**src/rtl/core_pkg.sv**
```systemverilog
// Shared RV32I core definitions: datapath widths and ALU funct encodings.
package core_pkg;

    localparam int XLEN       = 32;
    localparam int REG_ADDR_W = 5;

    // funct3 encodings for the integer ALU operations
    localparam logic [2:0] F3_ADD  = 3'b000;
    localparam logic [2:0] F3_SLL  = 3'b001;
    localparam logic [2:0] F3_SLT  = 3'b010;
    localparam logic [2:0] F3_SLTU = 3'b011;
    localparam logic [2:0] F3_XOR  = 3'b100;
    localparam logic [2:0] F3_SR   = 3'b101;
    localparam logic [2:0] F3_OR   = 3'b110;
    localparam logic [2:0] F3_AND  = 3'b111;

    // funct7 bit that selects SUB / SRA
    localparam int FUNCT7_ALT = 5;

endpackage

```
**src/rtl/fwd_mux.sv**
```systemverilog
// Operand forwarding selector: picks the youngest in-flight producer of a
// source register, with EX/MEM taking priority over MEM/WB. x0 never forwards.
module fwd_mux #(
    parameter int DATA_W = core_pkg::XLEN,
    parameter int ADDR_W = core_pkg::REG_ADDR_W
) (
    input  logic [ADDR_W-1:0] rs_addr,
    input  logic [DATA_W-1:0] rs_data,
    input  logic              mem_reg_write,
    input  logic [ADDR_W-1:0] mem_rd_addr,
    input  logic [DATA_W-1:0] mem_result,
    input  logic              wb_reg_write,
    input  logic [ADDR_W-1:0] wb_rd_addr,
    input  logic [DATA_W-1:0] wb_result,
    output logic [DATA_W-1:0] fwd_data
);

    logic mem_hit;
    logic wb_hit;

    assign mem_hit = mem_reg_write && (mem_rd_addr != '0) && (mem_rd_addr == rs_addr);
    assign wb_hit  = wb_reg_write  && (wb_rd_addr  != '0) && (wb_rd_addr  == rs_addr);

    // Priority select: newer EX/MEM result beats older MEM/WB result
    always_comb begin
        fwd_data = rs_data;
        if (mem_hit) begin
            fwd_data = mem_result;
        end else if (wb_hit) begin
            fwd_data = wb_result;
        end
    end

endmodule

```
**src/rtl/id_ex_stage.sv**
```systemverilog
// ID/EX pipeline register of the RV32I core. Holds the decoded instruction,
// resolves forwarding for both source operands and drives the ALU inputs.
module id_ex_stage #(
    parameter int         XLEN       = core_pkg::XLEN,
    parameter int         REG_ADDR_W = core_pkg::REG_ADDR_W,
    parameter logic [2:0] NOP_FUNCT3 = core_pkg::F3_ADD
) (
    input  logic                  clk,
    input  logic                  rst,
    input  logic                  stall,
    input  logic                  flush,
    input  logic                  id_valid,
    input  logic [XLEN-1:0]       id_pc,
    input  logic [XLEN-1:0]       id_rs1_data,
    input  logic [XLEN-1:0]       id_rs2_data,
    input  logic [XLEN-1:0]       id_imm,
    input  logic [REG_ADDR_W-1:0] id_rs1_addr,
    input  logic [REG_ADDR_W-1:0] id_rs2_addr,
    input  logic [REG_ADDR_W-1:0] id_rd_addr,
    input  logic [6:0]            id_funct7,
    input  logic [2:0]            id_funct3,
    input  logic                  id_use_imm,
    input  logic                  id_reg_write,
    input  logic [REG_ADDR_W-1:0] mem_rd_addr,
    input  logic                  mem_reg_write,
    input  logic [XLEN-1:0]       mem_result,
    input  logic [REG_ADDR_W-1:0] wb_rd_addr,
    input  logic                  wb_reg_write,
    input  logic [XLEN-1:0]       wb_result,
    output logic                  ex_valid,
    output logic [XLEN-1:0]       ex_pc,
    output logic [6:0]            ex_funct7,
    output logic [2:0]            ex_funct3,
    output logic [XLEN-1:0]       ex_a,
    output logic [XLEN-1:0]       ex_b,
    output logic [XLEN-1:0]       ex_store_data,
    output logic [REG_ADDR_W-1:0] ex_rd_addr,
    output logic                  ex_reg_write
);

    logic                  valid_q;
    logic [XLEN-1:0]       pc_q;
    logic [XLEN-1:0]       rs1_data_q;
    logic [XLEN-1:0]       rs2_data_q;
    logic [XLEN-1:0]       imm_q;
    logic [REG_ADDR_W-1:0] rs1_addr_q;
    logic [REG_ADDR_W-1:0] rs2_addr_q;
    logic [REG_ADDR_W-1:0] rd_addr_q;
    logic [6:0]            funct7_q;
    logic [2:0]            funct3_q;
    logic                  use_imm_q;
    logic                  reg_write_q;

    logic [XLEN-1:0]       fwd_rs1;
    logic [XLEN-1:0]       fwd_rs2;

    fwd_mux #(
        .DATA_W (XLEN),
        .ADDR_W (REG_ADDR_W)
    ) u_fwd_rs1 (
        .rs_addr       (rs1_addr_q),
        .rs_data       (rs1_data_q),
        .mem_reg_write (mem_reg_write),
        .mem_rd_addr   (mem_rd_addr),
        .mem_result    (mem_result),
        .wb_reg_write  (wb_reg_write),
        .wb_rd_addr    (wb_rd_addr),
        .wb_result     (wb_result),
        .fwd_data      (fwd_rs1)
    );

    fwd_mux #(
        .DATA_W (XLEN),
        .ADDR_W (REG_ADDR_W)
    ) u_fwd_rs2 (
        .rs_addr       (rs2_addr_q),
        .rs_data       (rs2_data_q),
        .mem_reg_write (mem_reg_write),
        .mem_rd_addr   (mem_rd_addr),
        .mem_result    (mem_result),
        .wb_reg_write  (wb_reg_write),
        .wb_rd_addr    (wb_rd_addr),
        .wb_result     (wb_result),
        .fwd_data      (fwd_rs2)
    );

    // Pipeline register: reset > flush > stall > load. While stalled the
    // operand registers re-latch their forwarded value so a producer that
    // retires out of MEM/WB during the stall is not lost.
    always_ff @(posedge clk or posedge rst) begin
        if (rst) begin
            valid_q     <= 1'b0;
            pc_q        <= '0;
            rs1_data_q  <= '0;
            rs2_data_q  <= '0;
            imm_q       <= '0;
            rs1_addr_q  <= '0;
            rs2_addr_q  <= '0;
            rd_addr_q   <= '0;
            funct7_q    <= '0;
            funct3_q    <= NOP_FUNCT3;
            use_imm_q   <= 1'b0;
            reg_write_q <= 1'b0;
        end else if (flush) begin
            valid_q     <= 1'b0;
            reg_write_q <= 1'b0;
            funct7_q    <= '0;
            funct3_q    <= NOP_FUNCT3;
        end else if (stall) begin
            rs1_data_q  <= fwd_rs1;
            rs2_data_q  <= fwd_rs2;
        end else begin
            valid_q     <= id_valid;
            pc_q        <= id_pc;
            rs1_data_q  <= id_rs1_data;
            rs2_data_q  <= id_rs2_data;
            imm_q       <= id_imm;
            rs1_addr_q  <= id_rs1_addr;
            rs2_addr_q  <= id_rs2_addr;
            rd_addr_q   <= id_rd_addr;
            funct7_q    <= id_funct7;
            funct3_q    <= id_funct3;
            use_imm_q   <= id_use_imm;
            reg_write_q <= id_reg_write & id_valid;
        end
    end

    // ALU drive: immediate forms only honour funct7 for shifts-right, since
    // for ADDI/SLTI etc. those bits are immediate and must not select SUB.
    always_comb begin
        ex_funct7 = funct7_q;
        if (use_imm_q && (funct3_q != core_pkg::F3_SR)) begin
            ex_funct7 = '0;
        end
    end

    assign ex_valid      = valid_q;
    assign ex_pc         = pc_q;
    assign ex_funct3     = funct3_q;
    assign ex_a          = fwd_rs1;
    assign ex_b          = use_imm_q ? imm_q : fwd_rs2;
    assign ex_store_data = fwd_rs2;
    assign ex_rd_addr    = rd_addr_q;
    assign ex_reg_write  = reg_write_q;

endmodule

```
**config.mk**
```make
export PLATFORM = sky130hd
export DESIGN_NAME = id_ex_stage
export DESIGN_NICKNAME = d
export VERILOG_FILES = /design/src/rtl/core_pkg.sv /design/src/rtl/fwd_mux.sv /design/src/rtl/id_ex_stage.sv
export SDC_FILE = /design/constraint.sdc
export NUM_CORES = 1
export LEC_CHECK = 0
export BUFFER_PORTS_ARGS = -buffer_cell sky130_fd_sc_hd__buf_2
export CORE_AREA = 5 5 145 147
export CTS_CLUSTER_SIZE = 8
export DETAILED_ROUTE_END_ITERATION = 12
export DIE_AREA = 0 0 150 152
export GPL_ROUTABILITY_DRIVEN = 0
export PLACE_DENSITY_LB_ADDON = 0.2
export SLEW_MARGIN = 10
export SYNTH_ARGS = -nofsm -noshare
export SYNTH_HDL_FRONTEND = slang
export SYNTH_SLANG_ARGS = --single-unit
```
**constraint.sdc**
```tcl
create_clock -name clk -period 8.15 [get_ports clk]
set_input_delay 2.0375 -clock clk [delete_from_list [all_inputs] [get_ports clk]]
set_output_delay 2.0375 -clock clk [all_outputs]
set_load 0.05 [all_outputs]
```
==> results.py <==
metrics = {
    "run_status": {
        "status": "finished, final reports clean",
    },
    "floorplan": {
        "ios": 381,
        "coreArea_mm2": 0.0198,
        "num_rows": 52,
        "die_h_um": 152,
        "die_x_um": 150,
        "start_util_pct": 45.0,
        "die_area_mm2": 0.0228,
    },
    "final_layout": {
        "syn_to_final_growth_pct": 29.5,
        "instances_no_fill": 1494,
        "final_net_count": 1443,
        "drive_above_1_share_pct": 45.2,
    },
    "yosys": {
        "ys_warn_count": 0,
        "synth_top_area_cell": "dfrtp_1",
        "synthArstFlopShare_pct": 100,
        "synthMuxAreaShare_pct": 14.9,
        "syn_area_mm2": 0.00890,
        "yosys.area_share.simple_pct": 10.6,
        "synth-edff-count": 0,
        "synth_nets": 1112,
        "synthAdderAreaFrac_pct": 0,
        "synth_top_area_share_pct": 43.9,
        "ys_seq_area_share_pct": 43.9,
        "ys.flop_type": "dfrtp_1",
        "netlist_top_cells_count": "dfrtp_1 (156), mux2_2 (80), clkbuf_1 (60)",
        "yosys.area_share.xor_xnor_pct": 1.87,
        "synth_top_family_by_area": "compound AO/OA/AOI/OAI gates",
        "syn-instance-count": 876,
        "synth_compound_area_share_pct": 23.2,
        "synthDistinctLibCells": 41,
        "synthTopCellsByArea": "dfrtp_1 (44%), mux2_2 (10%), mux2i_1 (4.7%)",
        "synth.most_common_cell": "dfrtp_1",
        "synth_area_per_cell_um2": 10.2,
        "synth.ff_latch_count": 156,
    },
    "worst_hold_path": {
        "hold_class": "reg2reg",
    },
    "placed_design": {
        "numPortBuffers": 380,
        "dpl.cell_count": 1458,
        "hpwlAfterDp_um": 23400,
    },
    "clocking": {
        "clock-sinks": 156,
        "htree_levels": 4,
        "post_cts_buffers": 0,
        "clkSlewWorstSetupHoldPaths_ns": 0.07,
        "cts_buffer_depth": 2,
        "ctsResizeCount": 0,
        "clk_latency_ns": 0.43,
        "cts_tree": "done",
        "cts-hold-fix-buffers": 0,
        "cts_buffers": 17,
        "root_buffer": "clkbuf_16",
    },
    "route": {
        "routed_wl_um": 32200,
        "ant_nets": 0,
        "first_pass_iters": 5,
        "first_iter_violations": 655,
        "avgViaCountPerCell": 5.64,
        "remaining_drc_errors": 0,
        "wl_per_cell_um": 21.5,
        "vias": 8428,
    },
    "sta": {
        "skew_ns": 0.0148,
        "slew_violations": 0,
        "rsz0062_at_grt": "no",
        "finalHoldViolCount": 0,
        "period_minus_slack_ns": 6.68,
        "max_freq_ghz": 0.150,
        "worstMarginPinSlew_ns": 1.08,
        "tns_ns": 0,
        "setup_viol": 0,
        "maxSlewHeadroom_pct": 27.5,
        "period_share_pct": 82.0,
    },
    "critical_path": {
        "cp.required_ns": 6.11,
        "r2r_start": "rs1_addr_q[4]$_DFFE_PP0P_",
        "r2r_slack_ns": 4.98,
        "cp-startpoint": "mem_rd_addr[0]",
        "path_class": "in2out",
        "crit_path_start_kind": "input port",
        "path_max_fanout": 33,
        "endpoint": "ex_b[5]",
        "ff2ff_path_depth": 5,
        "critical_path.cell_chain": "buf_2 > xor2_1 > a211oi_4 > buf_4 > and3_2 > buf_4 > o31ai_2 > o21ai_1 > buf_2",
        "worstReg2RegEnd": "rs1_data_q[3]$_DFFE_PP0N_",
        "cp.arrival_ns": 4.64,
        "cpPeakStageDelay_ns": 0.67,
        "critPathCaptureType": "output pin",
        "cpMaxStageDelayCell": "and3_2",
    },
    "global_routing": {
        "track_usage_pct": 27.5,
        "grt_max_degree": 98,
        "overflow": 0,
        "antenna_found_initial": 7,
        "grt_pass1_vias": 8228,
        "grt_pass1_wl_um": 49200,
    },
    "power": {
        "power_mw": 2.87,
        "p_per_area_mw_per_mm2": 249,
        "vdd_drop_max_mv": 0.135,
        "power_leakage_nw": 5.58,
    },
    "run": {
        "cap_viol_max_count": 0,
    },
}
## kinds of logic (layout without fill, tap and decap cells)
kind of cell / Yosys count / count (layout)
xor gates and xnor gates: 19 / 19
other: 0 / 4
AOI/OAI and AO/OA: 294 / 294
and+or+nand+nor: 168 / 168
muxes: 122 / 122
DFF: 156 / 156
buffers and inverters: 117 / 461
## area by class of cell
type / instances / area (µm²)
antenna: 4 / 10.0
clock buffer: 17 / 425
clock inverter: 15 / 163
fill: 1812 / 8260
inverter: 34 / 133
multi-input combinational: 603 / 4530
sequential: 156 / 3910
tap: 270 / 338
timing repair buffer: 395 / 2010
## through the flow
stage                     utilization (%)  cell area [µm²]  setup WS (ns)  hold WS [ns]
after CTS                            58.2            11500           1.48         0.509
after global placement               55.2            10900           1.51         0.485
after detailed placement             55.2            10900           1.49         0.491
final                                58.2            11500           1.47         0.504
after global routing                 58.2            11500           1.35         0.524
after floorplan                         -             8900           1.76         0.478
## worst max-delay path, delay by kind of cell
kind,cells,cell delay [ns]
AO/OA/AOI/OAI,3,0.58
buffers and inverters,4,1.16
AND/OR/NAND/NOR,1,0.67
XOR/XNOR,1,0.16
## worst min path at each step
stage / endpoint / cells after the start / start / slack, ns
6_report: ex_pc[23]$_DFFE_PP0P_ / 1 / ex_pc[23]$_DFFE_PP0P_ / 0.50
5_1_grt: imm_q[17]$_DFFE_PP0P_ / 1 / imm_q[17]$_DFFE_PP0P_ / 0.52
4_1_cts: ex_pc[6]$_DFFE_PP0P_ / 1 / ex_pc[6]$_DFFE_PP0P_ / 0.51
3_5_place_dp: ex_pc[17]$_DFFE_PP0P_ / 1 / ex_pc[17]$_DFFE_PP0P_ / 0.49
3_3_place_gp: ex_pc[19]$_DFFE_PP0P_ / 1 / ex_pc[19]$_DFFE_PP0P_ / 0.49
2_1_floorplan: rs2_data_q[0]$_DFFE_PP0N_ / 2 / rs2_data_q[0]$_DFFE_PP0N_ / 0.48
## report_power, final
group	switching (mW)	internal [mW]	leakage, nW
combinational	0.801	0.315	3.39
clock	0.382	0.413	0.291
sequential	0.0746	0.882	1.90
total	1.26	1.61	5.58
## cell usage in the layout (no fill, tap or decap), types with 2 or more instances in the layout
cell / synthesis / layout
buf_2: 11 / 380
dfrtp_1: 156 / 155
mux2_2: 80 / 80
o21ai_1: 56 / 56
nor2_1: 46 / 45
mux2i_1: 42 / 42
o21ai_0: 40 / 40
nand2_1: 38 / 37
a21oi_1: 34 / 34
inv_1: 34 / 33
a22oi_1: 33 / 33
and3_1: 33 / 32
nand4b_1: 32 / 32
a22o_1: 31 / 31
a31oi_1: 31 / 31
o31ai_2: 29 / 29
a21boi_0: 18 / 18
clkbuf_16: 0 / 17
buf_4: 4 / 15
a21boi_1: 13 / 13
xor2_1: 11 / 11
xnor2_1: 8 / 8
and2_1: 8 / 8
inv_6: 0 / 5
inv_8: 0 / 5
diode_2: 0 / 4
clkinv_8: 0 / 3
a211oi_4: 0 / 2
o31ai_1: 2 / 2
nand3_1: 2 / 2
clkinv_4: 0 / 2
## state kept, by name, indices dropped and copies added (netlist names)
| signal | count |
|---|---|
| ex_funct3 | 3 |
| ex_pc | 32 |
| ex_rd_addr | 5 |
| ex_reg_write | 1 |
| ex_valid | 1 |
| funct7_q | 7 |
| imm_q | 32 |
| rs1_addr_q | 5 |
| rs1_data_q | 32 |
| rs2_addr_q | 5 |
| rs2_data_q | 32 |
| use_imm_q | 1 |
## routing by layer
layer	track usage [%]	part of all wire (%)	wire length, µm
met4	7.76	2.1	675
met5	0	0.12	40
met3	6.52	8.6	2780
met1	38.1	41	13200
met2	43.2	48	15500
No activity file was read; power rests on OpenSTA's default activity.
